## src/rtl/pipeline_stall_controller_pkg.sv

```systemverilog
// Shared definitions for the pipeline stall/flush scheduler.
//   ctrl_state_e        : Ctrl_State encodings (RUN / MULDIV / FREEZE)
//   LOAD_MEMTOREG       : MemToReg_EX value that marks a load in EX
//   DEFAULT_MUL_CYCLES  : default mult/multu HI/LO occupancy
//   DEFAULT_DIV_CYCLES  : default div/divu HI/LO occupancy
//   CNT_W               : occupancy counter width
package pipeline_stall_controller_pkg;

    typedef enum logic [1:0] {
        CTRL_RUN    = 2'b00,
        CTRL_MULDIV = 2'b01,
        CTRL_FREEZE = 2'b10
    } ctrl_state_e;

    localparam logic [1:0] LOAD_MEMTOREG      = 2'b01;
    localparam int         DEFAULT_MUL_CYCLES = 4;
    localparam int         DEFAULT_DIV_CYCLES = 32;
    localparam int         CNT_W              = 6;

endpackage

```

## src/rtl/pipeline_stall_controller_muldiv.sv

```systemverilog
// muldiv_occupancy_counter: tracks how many more cycles HI/LO is owned by
// an in-flight mult/div.
//   clk, reset  : clock, asynchronous active-high reset
//   start       : mult/div in EX this cycle
//   is_div      : 1 = div/divu, 0 = mult/multu
//   mem_wait    : memory freeze; a start is not accepted while frozen
//   count_next  : value the counter takes at the coming edge
//   busy        : counter currently nonzero
module muldiv_occupancy_counter
    import pipeline_stall_controller_pkg::*;
#(
    parameter int MUL_CYCLES = DEFAULT_MUL_CYCLES,
    parameter int DIV_CYCLES = DEFAULT_DIV_CYCLES
) (
    input  logic             clk,
    input  logic             reset,
    input  logic             start,
    input  logic             is_div,
    input  logic             mem_wait,
    output logic [CNT_W-1:0] count_next,
    output logic             busy
);

    localparam logic [CNT_W-1:0] MUL_LOAD = CNT_W'(MUL_CYCLES - 1);
    localparam logic [CNT_W-1:0] DIV_LOAD = CNT_W'(DIV_CYCLES - 1);

    logic [CNT_W-1:0] count_q;
    logic [CNT_W-1:0] count_d;

    // A start held in EX by a memory freeze is accepted on the first
    // non-wait cycle; the countdown itself keeps running during the freeze.
    // Reload beats decrement if a start ever arrives while busy.
    always_comb begin
        count_d = count_q;
        if (start && !mem_wait) begin
            count_d = is_div ? DIV_LOAD : MUL_LOAD;
        end else if (count_q != '0) begin
            count_d = count_q - CNT_W'(1);
        end
    end

    always_ff @(posedge clk or posedge reset) begin
        if (reset) begin
            count_q <= '0;
        end else begin
            count_q <= count_d;
        end
    end

    assign count_next = count_d;
    assign busy       = (count_q != '0);

endmodule

```

## src/rtl/pipeline_stall_controller.sv

```systemverilog
// pipeline_stall_controller: merges data-memory wait, branch redirect,
// load-use and HI/LO-busy hazards into one set of per-stage controls.
//   Inputs : clk, reset, Rs_ID, Rt_ID, Rt_EX, MemToReg_EX, MulDiv_Start_EX,
//            MulDiv_IsDiv_EX, HiLo_Use_ID, Redirect_EX, Mem_Wait
//   Outputs: Stall_IF, Stall_ID, Flush_ID, Flush_EX, Freeze_Back (combinational),
//            MulDiv_Busy, Ctrl_State (registered state), Stall_Count, Flush_Count
module pipeline_stall_controller
    import pipeline_stall_controller_pkg::*;
#(
    parameter int MUL_CYCLES = DEFAULT_MUL_CYCLES,
    parameter int DIV_CYCLES = DEFAULT_DIV_CYCLES
) (
    input  logic        clk,
    input  logic        reset,
    input  logic [4:0]  Rs_ID,
    input  logic [4:0]  Rt_ID,
    input  logic [4:0]  Rt_EX,
    input  logic [1:0]  MemToReg_EX,
    input  logic        MulDiv_Start_EX,
    input  logic        MulDiv_IsDiv_EX,
    input  logic        HiLo_Use_ID,
    input  logic        Redirect_EX,
    input  logic        Mem_Wait,
    output logic        Stall_IF,
    output logic        Stall_ID,
    output logic        Flush_ID,
    output logic        Flush_EX,
    output logic        Freeze_Back,
    output logic        MulDiv_Busy,
    output logic [1:0]  Ctrl_State,
    output logic [31:0] Stall_Count,
    output logic [31:0] Flush_Count
);

    logic [CNT_W-1:0] count_next;
    logic             load_use;
    logic             hilo_hazard;
    ctrl_state_e      ctrl_state_q;
    ctrl_state_e      ctrl_state_d;
    logic [31:0]      stall_count_q;
    logic [31:0]      stall_count_d;
    logic [31:0]      flush_count_q;
    logic [31:0]      flush_count_d;

    muldiv_occupancy_counter #(
        .MUL_CYCLES (MUL_CYCLES),
        .DIV_CYCLES (DIV_CYCLES)
    ) u_occupancy (
        .clk        (clk),
        .reset      (reset),
        .start      (MulDiv_Start_EX),
        .is_div     (MulDiv_IsDiv_EX),
        .mem_wait   (Mem_Wait),
        .count_next (count_next),
        .busy       (MulDiv_Busy)
    );

    // $zero is never a real producer, so a load to r0 cannot create a hazard.
    assign load_use    = (MemToReg_EX == LOAD_MEMTOREG) && (Rt_EX != 5'd0) &&
                         ((Rs_ID == Rt_EX) || (Rt_ID == Rt_EX));
    assign hilo_hazard = HiLo_Use_ID && MulDiv_Busy;

    // Strict priority: only the highest active source drives the controls.
    // A redirect squashes the ID instruction, so its hazards are irrelevant.
    always_comb begin
        Stall_IF    = 1'b0;
        Stall_ID    = 1'b0;
        Flush_ID    = 1'b0;
        Flush_EX    = 1'b0;
        Freeze_Back = 1'b0;
        if (Mem_Wait) begin
            Stall_IF    = 1'b1;
            Stall_ID    = 1'b1;
            Freeze_Back = 1'b1;
        end else if (Redirect_EX) begin
            Flush_ID = 1'b1;
            Flush_EX = 1'b1;
        end else if (load_use || hilo_hazard) begin
            Stall_IF = 1'b1;
            Stall_ID = 1'b1;
            Flush_EX = 1'b1;
        end
    end

    always_comb begin
        ctrl_state_d = CTRL_RUN;
        if (Mem_Wait) begin
            ctrl_state_d = CTRL_FREEZE;
        end else if (count_next != '0) begin
            ctrl_state_d = CTRL_MULDIV;
        end
    end

    // Perf counters saturate rather than wrap.
    always_comb begin
        stall_count_d = stall_count_q;
        flush_count_d = flush_count_q;
        if (Stall_IF && (stall_count_q != 32'hFFFF_FFFF)) begin
            stall_count_d = stall_count_q + 32'd1;
        end
        if (Flush_ID && (flush_count_q != 32'hFFFF_FFFF)) begin
            flush_count_d = flush_count_q + 32'd1;
        end
    end

    always_ff @(posedge clk or posedge reset) begin
        if (reset) begin
            ctrl_state_q  <= CTRL_RUN;
            stall_count_q <= 32'd0;
            flush_count_q <= 32'd0;
        end else begin
            ctrl_state_q  <= ctrl_state_d;
            stall_count_q <= stall_count_d;
            flush_count_q <= flush_count_d;
        end
    end

    assign Ctrl_State  = ctrl_state_q;
    assign Stall_Count = stall_count_q;
    assign Flush_Count = flush_count_q;

endmodule

```

## config.mk

```make
export PLATFORM = sky130hd
export DESIGN_NAME = pipeline_stall_controller
export DESIGN_NICKNAME = d
export VERILOG_FILES = /design/src/rtl/pipeline_stall_controller_pkg.sv /design/src/rtl/pipeline_stall_controller_muldiv.sv /design/src/rtl/pipeline_stall_controller.sv
export SDC_FILE = /design/constraint.sdc
export NUM_CORES = 1
export LEC_CHECK = 0
export CAP_MARGIN = 20
export CORE_AREA = 10 10 98 100
export DETAILED_ROUTE_END_ITERATION = 6
export DIE_AREA = 0 0 108 110
export PLACE_DENSITY = 0.79
export SYNTH_ARGS = -nofsm -noshare
export SYNTH_HDL_FRONTEND = slang
export SYNTH_SLANG_ARGS = --single-unit
```

## constraint.sdc

```tcl
create_clock -name clk -period 2.7 [get_ports clk]
set_input_delay 0.54 -clock clk [delete_from_list [all_inputs] [get_ports clk]]
set_output_delay 0.54 -clock clk [all_outputs]
set_load 0.1 [all_outputs]
```

# == After elaboration in Yosys (flattened, before gate mapping) ==
# Cells that the tools add are included.
# op_classes
n_addsub,3
eq_ne,5
n_mux,13
n_reduce_logical,12
# op_table
cell,count
"adder 32 x 1 -> 32 bit, second input constant",2
"inequality test 32 bit, second input constant",2
2-to-1 mux 6 bit,2
nonzero test 6 bit,2
equality test 5 bit,2
2-to-1 mux 1 bit,9
logical AND 1 bit,6
"subtractor 6 x 1 -> 6 bit, second input constant",1
2-to-1 mux 5 bit,1
nonzero test 5 bit,1
"equality test 2 x 1 -> 1 bit, second input constant",1
logical OR 1 bit,2
2-to-1 mux 2 bit,1
zero test 1 bit,1
# totals
ff_bits,72
input_bits,24

# == Longest topological paths before layout ==
# logic_depth
word_depth,8
depth_mapped,9

# == By module ==
# From an unflattened synthesis, not the netlist that was laid out.
# unflattened
cells_unflattened,330
area_unflattened_um2,3484.6
# by_module_without_submodules
mod,instances,cells_per_inst,area_each_um2,seq_area_each_um2
pipeline_stall_controller,1,295,3148.0,1651.6
muldiv_occupancy_counter,1,35,336.6,150.1

# == Worst setup path after synthesis ==
# OpenSTA, ideal clock, no wires.
# synth_path
path_type,register -> output
start,register u_occupancy.count_q[0]
end,output port Stall_IF
arrival_time_ns,3.478
t_required_ns,2.160
setup_slack_ns,-1.318
path_stages_with_launch,9
cell_sequence,dfrtp_1 -> inv_1 -> ha_1 -> nand3_1 -> a31o_2 -> a21oi_2 -> inv_1 -> clkbuf_1 -> buf_4
# synth_via
elab_chain_cells,6
# synth_rtl
element,line_no,text
from (decl),pipeline_stall_controller_muldiv.sv:27,logic [CNT_W-1:0] count_q;
from (signal assigned),pipeline_stall_controller_muldiv.sv:46,count_q <= count_d;
nonzero test 6 bit,pipeline_stall_controller_muldiv.sv:51,assign busy = (count_q != '0);
net MulDiv_Busy,pipeline_stall_controller.sv:29,"output logic MulDiv_Busy,"
logical AND 1 bit,pipeline_stall_controller.sv:61,assign hilo_hazard = HiLo_Use_ID && MulDiv_Busy;
logical OR 1 bit,pipeline_stall_controller.sv:78,end else if (load_use || hilo_hazard) begin
2-to-1 mux 1 bit (3 in a row),-,
to (decl),pipeline_stall_controller.sv:24,"output logic Stall_IF,"
# The timed path passes the listed nets, and every way through them passes these cells.

# == Final worst setup path ==
# layout_path
start,input port Rt_EX[1]
end,output port Stall_IF
# layout_via
elab_chain_cells,7
word_cells_on_any_way,10
classes_between,2 x eq/ne; 3 x mux; 5 x reduce/logical
# layout_rtl
element,line_no,text
from (decl),pipeline_stall_controller.sv:17,"input logic [4:0] Rt_EX,"
equality test 5 bit or nonzero test 5 bit (tied branches),"pipeline_stall_controller.sv:60, pipeline_stall_controller.sv:59",
logical OR 1 bit or logical AND 1 bit (tied branches),"pipeline_stall_controller.sv:60, pipeline_stall_controller.sv:59",
logical AND 1 bit *,pipeline_stall_controller.sv:59,assign load_use = (MemToReg_EX == LOAD_MEMTOREG) && (Rt_EX != 5'd0) &&
logical OR 1 bit *,pipeline_stall_controller.sv:78,
2-to-1 mux 1 bit *,pipeline_stall_controller.sv:78,
2-to-1 mux 1 bit *,pipeline_stall_controller.sv:75,end else if (Redirect_EX) begin
2-to-1 mux 1 bit *,pipeline_stall_controller.sv:71,if (Mem_Wait) begin
# Every way passes the cells marked *; elsewhere a longest branch is shown, timed or not.

==> run metrics <==
DP Wirelength 7110 microns; Clk network pwr share between 20% and 30%; root buffer cell clkbuf_8; initial cell density of the core 48.1%; element type at the critical path end primary output; outcome finished, final reports clean; number of clock buffers inserted by TritonCTS 9; critical path cell sequence dlygate4sd2_1 > or4_4 > o2111a_1 > a21oi_2 > inv_2 > buf_12; post-synthesis cell area 3670 sq um; maximum capacitance violations 0; fraction of final layout cells sized beyond drive strength 1 30.2%; unrepaired setup endpoints after global routing no; sink count of the clock tree 72; TritonCTS clock tree built; Bufs on Longest Clock Path 2; wire length of the first global-routing pass 16,200 microns; count of filler cells inserted in the layout slightly above 600; total count of hold-check failures in the final report 0; sequential cell fraction of total power 35.4%; GRT Util Overall 16.7%; biggest area contributors in the synthesized netlist dfrtp_1 49%, xnor2_1 15%, nand3_1 4.8%, nand4_1 4.6%, nand2_1 3.4%; synthesized net count approximately 390; row count 32; required time at the endpoint of the critical path 2.16 ns; number of storage elements in the synthesis netlist between 70 and 80; class of the most critical hold timing path register to register; Max transition margin 52.2%; count of H-tree levels built during CTS 3; leakage power 2.18 nW; NetSw between 1.5 and 2 mW; routability cong. 0.845; Buffers on Ports 95; highest-delay cell along the critical path or4_4; Via Count 3,174; initial antenna violation count 0; Worst Setup Path Type input pin to primary output; Post-Place Worst Slack -0.196 ns; final net count 503; switching share of power 42.8%; Final Total Pwr 3.99 mW; clock tree skew after final layout 0.0125 ns; WL per Instance around 16 microns; Die Outline Area approximately 12,000 sq um; critical path data arrival time 2.06 ns; area delta synth->final 36.7%; Post-Layout Cell Count between 500 and 600; combined flip-flop and latch cell area 1830 sq um; Skew-Pair Late Insertion Delay about 0.35 ns; startpoint type of the worst setup path input pin; number of nets with antenna violations after routing 0; 1st-iter DRT viols 105; ratio of total power to cell area 794 nW/um^2; drt first pass iters 4; largest net degree at the start of global routing 41; die boundary height 110 microns; Congestion Overflow GR 0; post-synthesis cell count 361; min Tclk post-route 2.60 ns; post-synthesis cell type count 46; sequential-to-total area share from yosys stat 49.0%; DRC violations left 0; transition time of the tightest slew-check pin 0.715 ns; largest area contributor in the netlist dfrtp_1; internal power consumption 2.28 mW; synthesis warning total 0; proportion of netlist area held by the largest area contributor 49.0%; Boundary Pins 96; Setup-failing EPs final 0; Worst path max stage delay 0.54 ns; Post-Synthesis Mean Instance Area 10.2 sq um; CTS clk-pin slew, worst paths 0.07 ns; total detailed-routing wirelength 9450 microns; via count of the first global-routing pass 3,291; combined area of the multi-input logic cells 1810 sq um; proportion of power drawn by combinational gates about two fifths; Pins Over Slew Limit 0; placeable core region 7650 sq um; maximum ir drop on the vdd rail 0.000819 V; post-route core utilization 65.7%; Placed Cells incl. Taps between 500 and 600; CP max FO 4; maximum operating frequency between 300 and 400 MHz; fin worst setup slack 0.104 ns; Via-to-Cell Ratio 5.45; diode insertion count for antenna repair 0; Horiz. Die Dim 108 microns; final period utilization 96.2%; post-route worst hold slack 0.481 ns
-- critical path, delay by kind of cell --
kind	cells	cell delay (ns)
compound gates	2	0.44
simple gates	1	0.54
buf+inv	3	0.54
-- per-stage QoR --
step / area (sq um) / setup TNS [ns]
after CTS: 5020 / 0
after detailed placement: 4770 / -1.17
after global placement: 4770 / -0.704
after floorplan: 3730 / -0.373
after global routing: 5020 / 0
final: 5020 / 0
-- Yosys cell counts, drive strengths merged --
| cell | number |
|---|---|
| nand3b | 2 |
| o211ai | 1 |
| a31o | 1 |
| or3 | 4 |
| xor2 | 14 |
| dfrtp | 72 |
| clkbuf | 3 |
| o2111a | 1 |
| and4 | 3 |
| o2111ai | 1 |
| nor2 | 19 |
| nand4bb | 1 |
| or4 | 5 |
| o22ai | 1 |
| buf | 6 |
| ha | 4 |
| and3 | 11 |
| o311a | 1 |
| nand2b | 3 |
| or2 | 2 |
| nand4b | 2 |
| nor3 | 13 |
| nand2 | 34 |
| or4b | 1 |
| o21bai | 1 |
| mux2 | 1 |
| nand4 | 27 |
| inv | 11 |
| nor4 | 6 |
| a21oi | 5 |
| nand3 | 35 |
| o311ai | 1 |
| and2 | 3 |
| nor3b | 1 |
| o21ai | 2 |
| a31oi | 1 |
| xnor2 | 62 |
-- final timing paths --
kind                       cells after the start       startpoint  slack, ns              end
setup / recovery                               6         Rt_EX[1]       0.10         Stall_IF
hold / removal                                 1  Flush_Count[12]       0.48  Flush_Count[12]
setup reg to reg                               7   Flush_Count[0]       0.35   Flush_Count[5]
hold reg to reg                                1  Flush_Count[12]       0.48  Flush_Count[12]
max in group asynchronous                      3            reset       1.39  Flush_Count[12]
min in group asynchronous                      2            reset       0.63  Stall_Count[31]
-- layout by cell type (no fill, tap or decap), types with 9 or more instances in the layout --
cell,instances
clkdlybuf4s50_1,18
xor2_1,14
inv_1,9
nand4_1,27
nand3_1,34
clkbuf_8,10
nor2_1,19
xnor2_1,62
dfrtp_2,23
nor3_1,13
and3_1,11
nand2_1,33
buf_4,83
dfrtp_1,49
-- sequential cells by signal, summed over array words and instances (netlist names) --
| signal | flops |
|---|---|
| Stall_Count | 32 |
| Ctrl_State | 2 |
| u_occupancy.count_q | 6 |
| Flush_Count | 32 |
-- area by class of cell --
type,count,share of cell area (%)
flip-flops and latches,72,36.4
multi-input cells,269,36.1
repair buffers,112,19.3
clock buffers,11,2.81
well taps,102,2.54
clock inverters,5,2.07
inverters,11,0.822
-- metal layers --
| layer | vias up | track usage, % | part of all wire, % |
|---|---|---|---|
| li1 | 1502 | - | - |
| met2 | 104 | 27.9 | 50 |
| met5 | - | 0 | 0 |
| met3 | 18 | 5.57 | 7.9 |
| met1 | 1550 | 19.8 | 41 |
| met4 | 0 | 5.44 | 1.3 |
-- power groups by stage --
stage	clock network, mW	logic [mW]	registers [mW]
after CTS	1.06	1.54	1.41
after global placement	0	1.51	1.42
after floorplan	0	0.460	2.12
after global routing	1.12	1.62	1.44
final	1.05	1.53	1.41
after detailed placement	0	1.55	1.43
-- cells by family (layout without fill, tap and decap cells) --
| logic type | count (synthesis) | count (layout) | synth area share [%] |
|---|---|---|---|
| AO/OA/AOI/OAI | 16 | 16 | 3.13 |
| XOR/XNOR | 76 | 76 | 18.1 |
| adder cells (fa/ha/maj) | 4 | 4 | 1.36 |
| buffers and inverters | 20 | 139 | 2.72 |
| flip-flops | 72 | 72 | 49.0 |
| multiplexers | 1 | 1 | 0.306 |
| AND/OR/NAND/NOR | 172 | 172 | 25.3 |
-- timing repair --
item	CTS	global route
hold buffers	0	0
buffers inserted	1	0
setup endpoints to repair	3	1
pin swaps	4	1
gates resized for setup	8	0
(Power assumes the default switching activity.)
